--- src/rtl/id_ex_stage_if.sv ---
// ============================================================================
// Module   : id_ex_stage_if
// Purpose  : ID-side, forwarding-source and EX-side signal bundle for id_ex_stage.
// Revision : 1.0
// ============================================================================
`default_nettype none

interface id_ex_stage_if #(
  parameter int XLEN   = 32,
  parameter int REG_AW = 5
);
  logic              id_valid;
  logic [XLEN-1:0]   id_pc;
  logic [XLEN-1:0]   id_rs1_data;
  logic [XLEN-1:0]   id_rs2_data;
  logic [XLEN-1:0]   id_imm;
  logic [REG_AW-1:0] id_rs1;
  logic [REG_AW-1:0] id_rs2;
  logic [REG_AW-1:0] id_rd;
  logic [3:0]        id_alufn;
  logic              id_asel;
  logic              id_bsel;
  logic              id_reg_write;
  logic              id_mem_read;
  logic              id_mem_write;
  logic              exm_reg_write;
  logic [REG_AW-1:0] exm_rd;
  logic [XLEN-1:0]   exm_result;
  logic              wb_reg_write;
  logic [REG_AW-1:0] wb_rd;
  logic [XLEN-1:0]   wb_result;
  logic              stall;
  logic              flush;
  logic              hazard_stall;
  logic              ex_valid;
  logic [XLEN-1:0]   ex_a;
  logic [XLEN-1:0]   ex_b;
  logic [4:0]        ex_shamt;
  logic [3:0]        ex_alufn;
  logic [XLEN-1:0]   ex_store_data;
  logic [XLEN-1:0]   ex_pc;
  logic [REG_AW-1:0] ex_rd;
  logic              ex_reg_write;
  logic              ex_mem_read;
  logic              ex_mem_write;

  modport master (
    output id_valid, id_pc, id_rs1_data, id_rs2_data, id_imm, id_rs1, id_rs2, id_rd,
           id_alufn, id_asel, id_bsel, id_reg_write, id_mem_read, id_mem_write,
           exm_reg_write, exm_rd, exm_result, wb_reg_write, wb_rd, wb_result,
           stall, flush,
    input  hazard_stall, ex_valid, ex_a, ex_b, ex_shamt, ex_alufn, ex_store_data,
           ex_pc, ex_rd, ex_reg_write, ex_mem_read, ex_mem_write
  );

  modport slave (
    input  id_valid, id_pc, id_rs1_data, id_rs2_data, id_imm, id_rs1, id_rs2, id_rd,
           id_alufn, id_asel, id_bsel, id_reg_write, id_mem_read, id_mem_write,
           exm_reg_write, exm_rd, exm_result, wb_reg_write, wb_rd, wb_result,
           stall, flush,
    output hazard_stall, ex_valid, ex_a, ex_b, ex_shamt, ex_alufn, ex_store_data,
           ex_pc, ex_rd, ex_reg_write, ex_mem_read, ex_mem_write
  );
endinterface

`default_nettype wire

--- src/rtl/id_ex_stage.sv ---
// ============================================================================
// Module   : id_ex_stage
// Purpose  : ID/EX pipeline register with operand select, forwarding and
//            load-use bubble insertion. Macro IDEX_FWD_EN enables forwarding.
// Revision : 1.0
// ============================================================================
`default_nettype none

module id_ex_stage #(
  parameter int XLEN   = 32,
  parameter int REG_AW = 5
) (
  input  logic          clk,
  input  logic          rst_n,
  id_ex_stage_if.slave  bus
);

  logic              valid_q, valid_d;
  logic [XLEN-1:0]   pc_q, pc_d;
  logic [XLEN-1:0]   rs1_data_q, rs1_data_d;
  logic [XLEN-1:0]   rs2_data_q, rs2_data_d;
  logic [XLEN-1:0]   imm_q, imm_d;
  logic [REG_AW-1:0] rs1_q, rs1_d;
  logic [REG_AW-1:0] rs2_q, rs2_d;
  logic [REG_AW-1:0] rd_q, rd_d;
  logic [3:0]        alufn_q, alufn_d;
  logic              asel_q, asel_d;
  logic              bsel_q, bsel_d;
  logic              reg_write_q, reg_write_d;
  logic              mem_read_q, mem_read_d;
  logic              mem_write_q, mem_write_d;

  logic              hazard;
  logic [XLEN-1:0]   fwd_rs1;
  logic [XLEN-1:0]   fwd_rs2;

  function automatic logic id_reads(input logic [REG_AW-1:0] rd,
                                    input logic [REG_AW-1:0] s1,
                                    input logic [REG_AW-1:0] s2);
    return (rd != '0) && ((rd == s1) || (rd == s2));
  endfunction

  logic load_use;
  assign load_use = valid_q & mem_read_q & bus.id_valid & id_reads(rd_q, bus.id_rs1, bus.id_rs2);

`ifdef IDEX_FWD_EN
  function automatic logic [XLEN-1:0] fwd(input logic [REG_AW-1:0] src,
                                          input logic [XLEN-1:0]   rf);
    if (bus.exm_reg_write && (bus.exm_rd != '0) && (bus.exm_rd == src))
      return bus.exm_result;
    else if (bus.wb_reg_write && (bus.wb_rd != '0) && (bus.wb_rd == src))
      return bus.wb_result;
    else
      return rf;
  endfunction

  assign fwd_rs1 = fwd(rs1_q, rs1_data_q);
  assign fwd_rs2 = fwd(rs2_q, rs2_data_q);
  assign hazard  = load_use;
`else
  // Without bypassing, any in-flight writer of an ID source must drain first.
  logic raw_ex, raw_exm;
  assign raw_ex  = valid_q & reg_write_q & bus.id_valid & id_reads(rd_q, bus.id_rs1, bus.id_rs2);
  assign raw_exm = bus.exm_reg_write & bus.id_valid & id_reads(bus.exm_rd, bus.id_rs1, bus.id_rs2);
  assign fwd_rs1 = rs1_data_q;
  assign fwd_rs2 = rs2_data_q;
  assign hazard  = load_use | raw_ex | raw_exm;
`endif

  always_comb begin
    valid_d     = valid_q;
    pc_d        = pc_q;
    rs1_data_d  = rs1_data_q;
    rs2_data_d  = rs2_data_q;
    imm_d       = imm_q;
    rs1_d       = rs1_q;
    rs2_d       = rs2_q;
    rd_d        = rd_q;
    alufn_d     = alufn_q;
    asel_d      = asel_q;
    bsel_d      = bsel_q;
    reg_write_d = reg_write_q;
    mem_read_d  = mem_read_q;
    mem_write_d = mem_write_q;
    if (bus.flush || (!bus.stall && hazard)) begin
      // Bubble: data registers keep their contents, only validity is killed.
      valid_d     = 1'b0;
      reg_write_d = 1'b0;
      mem_read_d  = 1'b0;
      mem_write_d = 1'b0;
    end else if (!bus.stall) begin
      valid_d     = bus.id_valid;
      pc_d        = bus.id_pc;
      rs1_data_d  = bus.id_rs1_data;
      rs2_data_d  = bus.id_rs2_data;
      imm_d       = bus.id_imm;
      rs1_d       = bus.id_rs1;
      rs2_d       = bus.id_rs2;
      rd_d        = bus.id_rd;
      alufn_d     = bus.id_alufn;
      asel_d      = bus.id_asel;
      bsel_d      = bus.id_bsel;
      reg_write_d = bus.id_reg_write & bus.id_valid;
      mem_read_d  = bus.id_mem_read  & bus.id_valid;
      mem_write_d = bus.id_mem_write & bus.id_valid;
    end
  end

  always_ff @(posedge clk or negedge rst_n) begin
    if (!rst_n) begin
      valid_q     <= 1'b0;
      pc_q        <= '0;
      rs1_data_q  <= '0;
      rs2_data_q  <= '0;
      imm_q       <= '0;
      rs1_q       <= '0;
      rs2_q       <= '0;
      rd_q        <= '0;
      alufn_q     <= '0;
      asel_q      <= 1'b0;
      bsel_q      <= 1'b0;
      reg_write_q <= 1'b0;
      mem_read_q  <= 1'b0;
      mem_write_q <= 1'b0;
    end else begin
      valid_q     <= valid_d;
      pc_q        <= pc_d;
      rs1_data_q  <= rs1_data_d;
      rs2_data_q  <= rs2_data_d;
      imm_q       <= imm_d;
      rs1_q       <= rs1_d;
      rs2_q       <= rs2_d;
      rd_q        <= rd_d;
      alufn_q     <= alufn_d;
      asel_q      <= asel_d;
      bsel_q      <= bsel_d;
      reg_write_q <= reg_write_d;
      mem_read_q  <= mem_read_d;
      mem_write_q <= mem_write_d;
    end
  end

  assign bus.hazard_stall  = hazard;
  assign bus.ex_valid      = valid_q;
  assign bus.ex_a          = asel_q ? pc_q : fwd_rs1;
  assign bus.ex_b          = bsel_q ? imm_q : fwd_rs2;
  assign bus.ex_store_data = fwd_rs2;
  assign bus.ex_shamt      = imm_q[4:0];
  assign bus.ex_alufn      = alufn_q;
  assign bus.ex_pc         = pc_q;
  assign bus.ex_rd         = rd_q;
  assign bus.ex_reg_write  = reg_write_q & valid_q;
  assign bus.ex_mem_read   = mem_read_q  & valid_q;
  assign bus.ex_mem_write  = mem_write_q & valid_q;

endmodule

`default_nettype wire

--- src/flat_wrapper.sv ---
// flat-port wrapper written by rule: the top's interface ports become plain ports
module id_ex_stage_flat 
#(
  parameter int XLEN   = 32,
  parameter int REG_AW = 5
)
  (clk, rst_n, bus_id_valid, bus_id_pc, bus_id_rs1_data, bus_id_rs2_data, bus_id_imm, bus_id_rs1, bus_id_rs2, bus_id_rd, bus_id_alufn, bus_id_asel, bus_id_bsel, bus_id_reg_write, bus_id_mem_read, bus_id_mem_write, bus_exm_reg_write, bus_exm_rd, bus_exm_result, bus_wb_reg_write, bus_wb_rd, bus_wb_result, bus_stall, bus_flush, bus_hazard_stall, bus_ex_valid, bus_ex_a, bus_ex_b, bus_ex_shamt, bus_ex_alufn, bus_ex_store_data, bus_ex_pc, bus_ex_rd, bus_ex_reg_write, bus_ex_mem_read, bus_ex_mem_write);
  id_ex_stage_if #(.XLEN(XLEN), .REG_AW(REG_AW)) bus_i ();
  input  logic clk;
  input  logic rst_n;
  input wire logic [$bits(bus_i.id_valid)-1:0] bus_id_valid;
  input wire logic [$bits(bus_i.id_pc)-1:0] bus_id_pc;
  input wire logic [$bits(bus_i.id_rs1_data)-1:0] bus_id_rs1_data;
  input wire logic [$bits(bus_i.id_rs2_data)-1:0] bus_id_rs2_data;
  input wire logic [$bits(bus_i.id_imm)-1:0] bus_id_imm;
  input wire logic [$bits(bus_i.id_rs1)-1:0] bus_id_rs1;
  input wire logic [$bits(bus_i.id_rs2)-1:0] bus_id_rs2;
  input wire logic [$bits(bus_i.id_rd)-1:0] bus_id_rd;
  input wire logic [$bits(bus_i.id_alufn)-1:0] bus_id_alufn;
  input wire logic [$bits(bus_i.id_asel)-1:0] bus_id_asel;
  input wire logic [$bits(bus_i.id_bsel)-1:0] bus_id_bsel;
  input wire logic [$bits(bus_i.id_reg_write)-1:0] bus_id_reg_write;
  input wire logic [$bits(bus_i.id_mem_read)-1:0] bus_id_mem_read;
  input wire logic [$bits(bus_i.id_mem_write)-1:0] bus_id_mem_write;
  input wire logic [$bits(bus_i.exm_reg_write)-1:0] bus_exm_reg_write;
  input wire logic [$bits(bus_i.exm_rd)-1:0] bus_exm_rd;
  input wire logic [$bits(bus_i.exm_result)-1:0] bus_exm_result;
  input wire logic [$bits(bus_i.wb_reg_write)-1:0] bus_wb_reg_write;
  input wire logic [$bits(bus_i.wb_rd)-1:0] bus_wb_rd;
  input wire logic [$bits(bus_i.wb_result)-1:0] bus_wb_result;
  input wire logic [$bits(bus_i.stall)-1:0] bus_stall;
  input wire logic [$bits(bus_i.flush)-1:0] bus_flush;
  output wire logic [$bits(bus_i.hazard_stall)-1:0] bus_hazard_stall;
  output wire logic [$bits(bus_i.ex_valid)-1:0] bus_ex_valid;
  output wire logic [$bits(bus_i.ex_a)-1:0] bus_ex_a;
  output wire logic [$bits(bus_i.ex_b)-1:0] bus_ex_b;
  output wire logic [$bits(bus_i.ex_shamt)-1:0] bus_ex_shamt;
  output wire logic [$bits(bus_i.ex_alufn)-1:0] bus_ex_alufn;
  output wire logic [$bits(bus_i.ex_store_data)-1:0] bus_ex_store_data;
  output wire logic [$bits(bus_i.ex_pc)-1:0] bus_ex_pc;
  output wire logic [$bits(bus_i.ex_rd)-1:0] bus_ex_rd;
  output wire logic [$bits(bus_i.ex_reg_write)-1:0] bus_ex_reg_write;
  output wire logic [$bits(bus_i.ex_mem_read)-1:0] bus_ex_mem_read;
  output wire logic [$bits(bus_i.ex_mem_write)-1:0] bus_ex_mem_write;
  assign bus_i.id_valid = bus_id_valid;
  assign bus_i.id_pc = bus_id_pc;
  assign bus_i.id_rs1_data = bus_id_rs1_data;
  assign bus_i.id_rs2_data = bus_id_rs2_data;
  assign bus_i.id_imm = bus_id_imm;
  assign bus_i.id_rs1 = bus_id_rs1;
  assign bus_i.id_rs2 = bus_id_rs2;
  assign bus_i.id_rd = bus_id_rd;
  assign bus_i.id_alufn = bus_id_alufn;
  assign bus_i.id_asel = bus_id_asel;
  assign bus_i.id_bsel = bus_id_bsel;
  assign bus_i.id_reg_write = bus_id_reg_write;
  assign bus_i.id_mem_read = bus_id_mem_read;
  assign bus_i.id_mem_write = bus_id_mem_write;
  assign bus_i.exm_reg_write = bus_exm_reg_write;
  assign bus_i.exm_rd = bus_exm_rd;
  assign bus_i.exm_result = bus_exm_result;
  assign bus_i.wb_reg_write = bus_wb_reg_write;
  assign bus_i.wb_rd = bus_wb_rd;
  assign bus_i.wb_result = bus_wb_result;
  assign bus_i.stall = bus_stall;
  assign bus_i.flush = bus_flush;
  assign bus_hazard_stall = bus_i.hazard_stall;
  assign bus_ex_valid = bus_i.ex_valid;
  assign bus_ex_a = bus_i.ex_a;
  assign bus_ex_b = bus_i.ex_b;
  assign bus_ex_shamt = bus_i.ex_shamt;
  assign bus_ex_alufn = bus_i.ex_alufn;
  assign bus_ex_store_data = bus_i.ex_store_data;
  assign bus_ex_pc = bus_i.ex_pc;
  assign bus_ex_rd = bus_i.ex_rd;
  assign bus_ex_reg_write = bus_i.ex_reg_write;
  assign bus_ex_mem_read = bus_i.ex_mem_read;
  assign bus_ex_mem_write = bus_i.ex_mem_write;
  id_ex_stage #(.XLEN(XLEN), .REG_AW(REG_AW)) u_core (.clk(clk), .rst_n(rst_n), .bus(bus_i));
endmodule
--- config.mk ---
export PLATFORM = sky130hd
export DESIGN_NAME = id_ex_stage_flat
export DESIGN_NICKNAME = d
export VERILOG_FILES = /design/src/rtl/id_ex_stage_if.sv /design/src/rtl/id_ex_stage.sv /design/src/flat_wrapper.sv
export SDC_FILE = /design/constraint.sdc
export NUM_CORES = 1
export LEC_CHECK = 0
export ABC_CLOCK_PERIOD_IN_PS = 2000
export BUFFER_PORTS_ARGS = -buffer_cell sky130_fd_sc_hd__clkbuf_2
export CAP_MARGIN = 5
export CORE_AREA = 3 3 147 149
export DETAILED_ROUTE_END_ITERATION = 12
export DIE_AREA = 0 0 150 152
export GPL_ROUTABILITY_DRIVEN = 0
export PLACE_DENSITY_LB_ADDON = 0.12
export SKIP_CTS_REPAIR_TIMING = 1
export SYNTH_ARGS = -nofsm -noshare
export SYNTH_HDL_FRONTEND = slang
export SYNTH_SLANG_ARGS = --single-unit
--- constraint.sdc ---
create_clock -name clk -period 2 [get_ports clk]
set_input_delay 0.3 -clock clk [delete_from_list [all_inputs] [get_ports clk]]
set_output_delay 0.3 -clock clk [all_outputs]
set_load 0.01 [all_outputs]
==> impl_results.md <==
* IO Count at 380
* WP data arrival at 2.34 ns
* Non-filler cells, final at 1037
* Drt drc at 0
* Htree depth at 4
* Power per Cell Area at 1010 nW/um^2
* First-pass GRT wire length at 27.6 mm
* Fmax at 488 MHz
* Net Count, Synth at 655
* Fin Clk Skew at 0.00833 ns
* EDFF count, synth at 0
* Util after Layout at 46.1%
* Avg Cell Area, Syn at 15.1 um^2
* Fill count at 1905
* Hold path start: bus_id_rs1_data[6]
* Initial Util at 31.5%
* Worst path required time at 2.29 ns
* Share of layout cells above drive strength 1 at 70.7%
* Routed wire length at 18.1 mm
* Yosys top cell area share at 56.0%
* Synthesized cell area at 6390 um^2
* Overall Power at 9.40 mW
* Outcome: complete, but fails checks
* Final Hold Vio Count at 0
* Main area contributors after synthesis: dfrtp_1, mux2_2, mux2_1, xnor2_1, buf_4
* Reg2Reg Setup Slack at -0.05 ns
* Initial antenna violation count at 0
* Row count at 52
* Sequential power share at 38.8%
* Final Max Slew Viols at 0
* Syn-to-layout area delta at 46.4%
* Max clock buf depth at 2
* Register Area at 3590 um^2
* Async set-reset flop share out of synthesis at 100%
* Vias per cell at 4.55
* Time the worst path needs with I/O delays and setup at 2.05 ns
* WHS Endpoint: u_core.fwd_rs1[6]$_DFFE_PN0P_
* Worst r2r src: u_core.bus.ex_rd[0]$_DFFE_PN0P_
* CP Capture Type: flop
* Most common library cell in the layout ignoring fill and taps: clkbuf_2
* Worst r2r dst: u_core.bus.ex_pc[10]$_DFFE_PN0P_
* Synthesized instance count at 422
* CTS buffer count at 17
* First-pass iteration count of the detailed router at 4
* Hold Path Depth at 2
* N_diodes at 0
* Multi-input gate area at 2840 um^2
* Sequential area share after synthesis at 56.0%
* Wire length per cell at 17.4 um
* Distinct cells, synth at 24
* Pre-CTS WS at -0.283 ns
* Post-Layout Inst Area at 9360 um^2
* NumNets Final at 987
* DIE WIDTH at 150 um
* Global Route Usage Sum at 15.3%
* Maximum number of pins on one net before global-route repair at 53
* Final setup margin at -0.0504 ns
* Vias in the first global route at 5273
* Final period utilization at 103%
* MaxCap Viol Count at 0
* Prevailing post-synth register cell: dfrtp_1
* Grt ovf at 0
* Port Buffer Count at 309
* Clock Latency Late Sink at 0.41 ns
* CTS tree: yes
* Switching power at 2.62 mW
* CTS Root Cell: clkbuf_16
* Die area at 22800 um^2
* Lkg Pwr at 4.55 nW
* Iteration-0 DRC count of the detailed router at 102
* Int Pwr at 6.78 mW
* Setup violations, final at 61
* Startpoint types: flop
* HPWL reported at the end of detailed placement at 13.4 mm
* Vias at 4719
* Placeable Area at 20300 um^2
* Worst VDD drop at 0.548 mV
* Worst-margin pin slew at 0.526 ns
* Commonest cells after routing, fill and taps aside: clkbuf_2, dfrtp_1, mux2_2
* Post-Place Cell Area at 8470 um^2
* Logic gate share of total power at 25.4%
* Rel. slew slack at 64.9%
* Die Y at 152 um
* Post-DRT Antenna Nets at 0
* Worst-path clk slew at 0.06 ns
* HP Class: input port to flop
* Syn. warnings at 0
* Fin Setup TNS at -1.32 ns
* Most area-hungry cell type in the Yosys netlist: dfrtp_1
* Violated checks: negative setup slack
* Placed Cells incl. Taps at 1001
* Switch share at 27.9%
* Clock Sinks at 143
* Kind of critical path: flop to flop
* Min Hold Slack at 0.101 ns
* Clock power share at 35.8%
* RSZ-0062 raised after global routing: true
* Crit Path Max Fanout at 19
* Synth Register Bits at 143
* R2R depth at 6
layout make-up:
cell class | instances | share of cell area [%]
well taps | 270 | 3.61
clock inverters | 12 | 1.94
inverters | 1 | 0.0401
flip-flops and latches | 143 | 38.3
repair buffers | 341 | 21.1
multi-input cells | 250 | 30.3
clock buffers | 20 | 4.67
synth_stat cells, types with 2 or more instances:
library cell	count
a32o_1	4
and2_1	3
buf_2	7
buf_4	12
clkbuf_1	8
dfrtp_1	143
mux2_1	66
mux2_2	137
nand2_1	4
nand3_1	4
o22ai_1	2
xnor2_1	20
critical path, cell delays in order, from the launching register on:
cell	delay, ns
dfrtp_2	0.44
nor3_1	0.21
a21oi_1	0.16
a221oi_4	0.34
buf_6	0.22
buf_12	0.19
mux2_2	0.36
cell families (layout without fill, tap and decap cells):
family                 Yosys count  after routing  share of synthesized area [%]
AO/OA/AOI/OAI                   11             11                           1.55
XOR/XNOR                        20             20                           2.74
buffers and inverters           29            374                           2.66
flip-flops                     143            143                           56.0
multiplexers                   203            203                           35.8
AND/OR/NAND/NOR                 16             16                           1.27
registers in the layout, indices dropped and copies added, names as in the netlist:
name and count:
u_core.imm_q 32, u_core.bus.ex_pc 32, u_core.mem_read_q 1, u_core.mem_write_q 1, u_core.asel_q 1, u_core.bus.ex_valid 1, u_core.bus.ex_rd 5, u_core.bsel_q 1
u_core.reg_write_q 1, u_core.bus.ex_alufn 4, u_core.bus.ex_store_data 32, u_core.fwd_rs1 32
how the worst max path moves through the flow:
| stage | slack [ns] | start | endpoint |
|---|---|---|---|
| floorplan | -0.09 | bus_exm_rd[1] | u_core.bus.ex_pc[28]$_DFFE_PN0P_ |
| global placement | -0.27 | bus_exm_rd[1] | u_core.imm_q[13]$_DFFE_PN0P_ |
| detailed placement | -0.28 | bus_exm_rd[1] | u_core.bus.ex_pc[10]$_DFFE_PN0P_ |
| CTS | -0.11 | u_core.bus.ex_rd[4]$_DFFE_PN0P_ | bus_hazard_stall |
| global route | -0.11 | u_core.bus.ex_rd[0]$_DFFE_PN0P_ | u_core.bus.ex_pc[10]$_DFFE_PN0P_ |
| finish | -0.05 | u_core.bus.ex_rd[0]$_DFFE_PN0P_ | u_core.bus.ex_pc[10]$_DFFE_PN0P_ |
metal layers:
| layer | vias up | global-route usage, % | part of all wire [%] |
|---|---|---|---|
| met2 | 178 | 27.3 | 52 |
| met3 | 23 | 5.30 | 7.6 |
| met4 | 0 | 4.92 | 1.7 |
| met5 | - | 0 | 0 |
| li1 | 2167 | - | - |
| met1 | 2351 | 17.0 | 39 |
power groups by stage:
stage	registers (mW)	clock network, mW	logic, mW
after detailed placement	3.69	0	2.29
final	3.65	3.36	2.39
after floorplan	3.72	0	1.16
after CTS	3.64	3.45	2.30
after global placement	3.66	0	2.27
after global routing	3.71	3.62	2.59
Note: power is estimated with default switching activity, not from simulation.
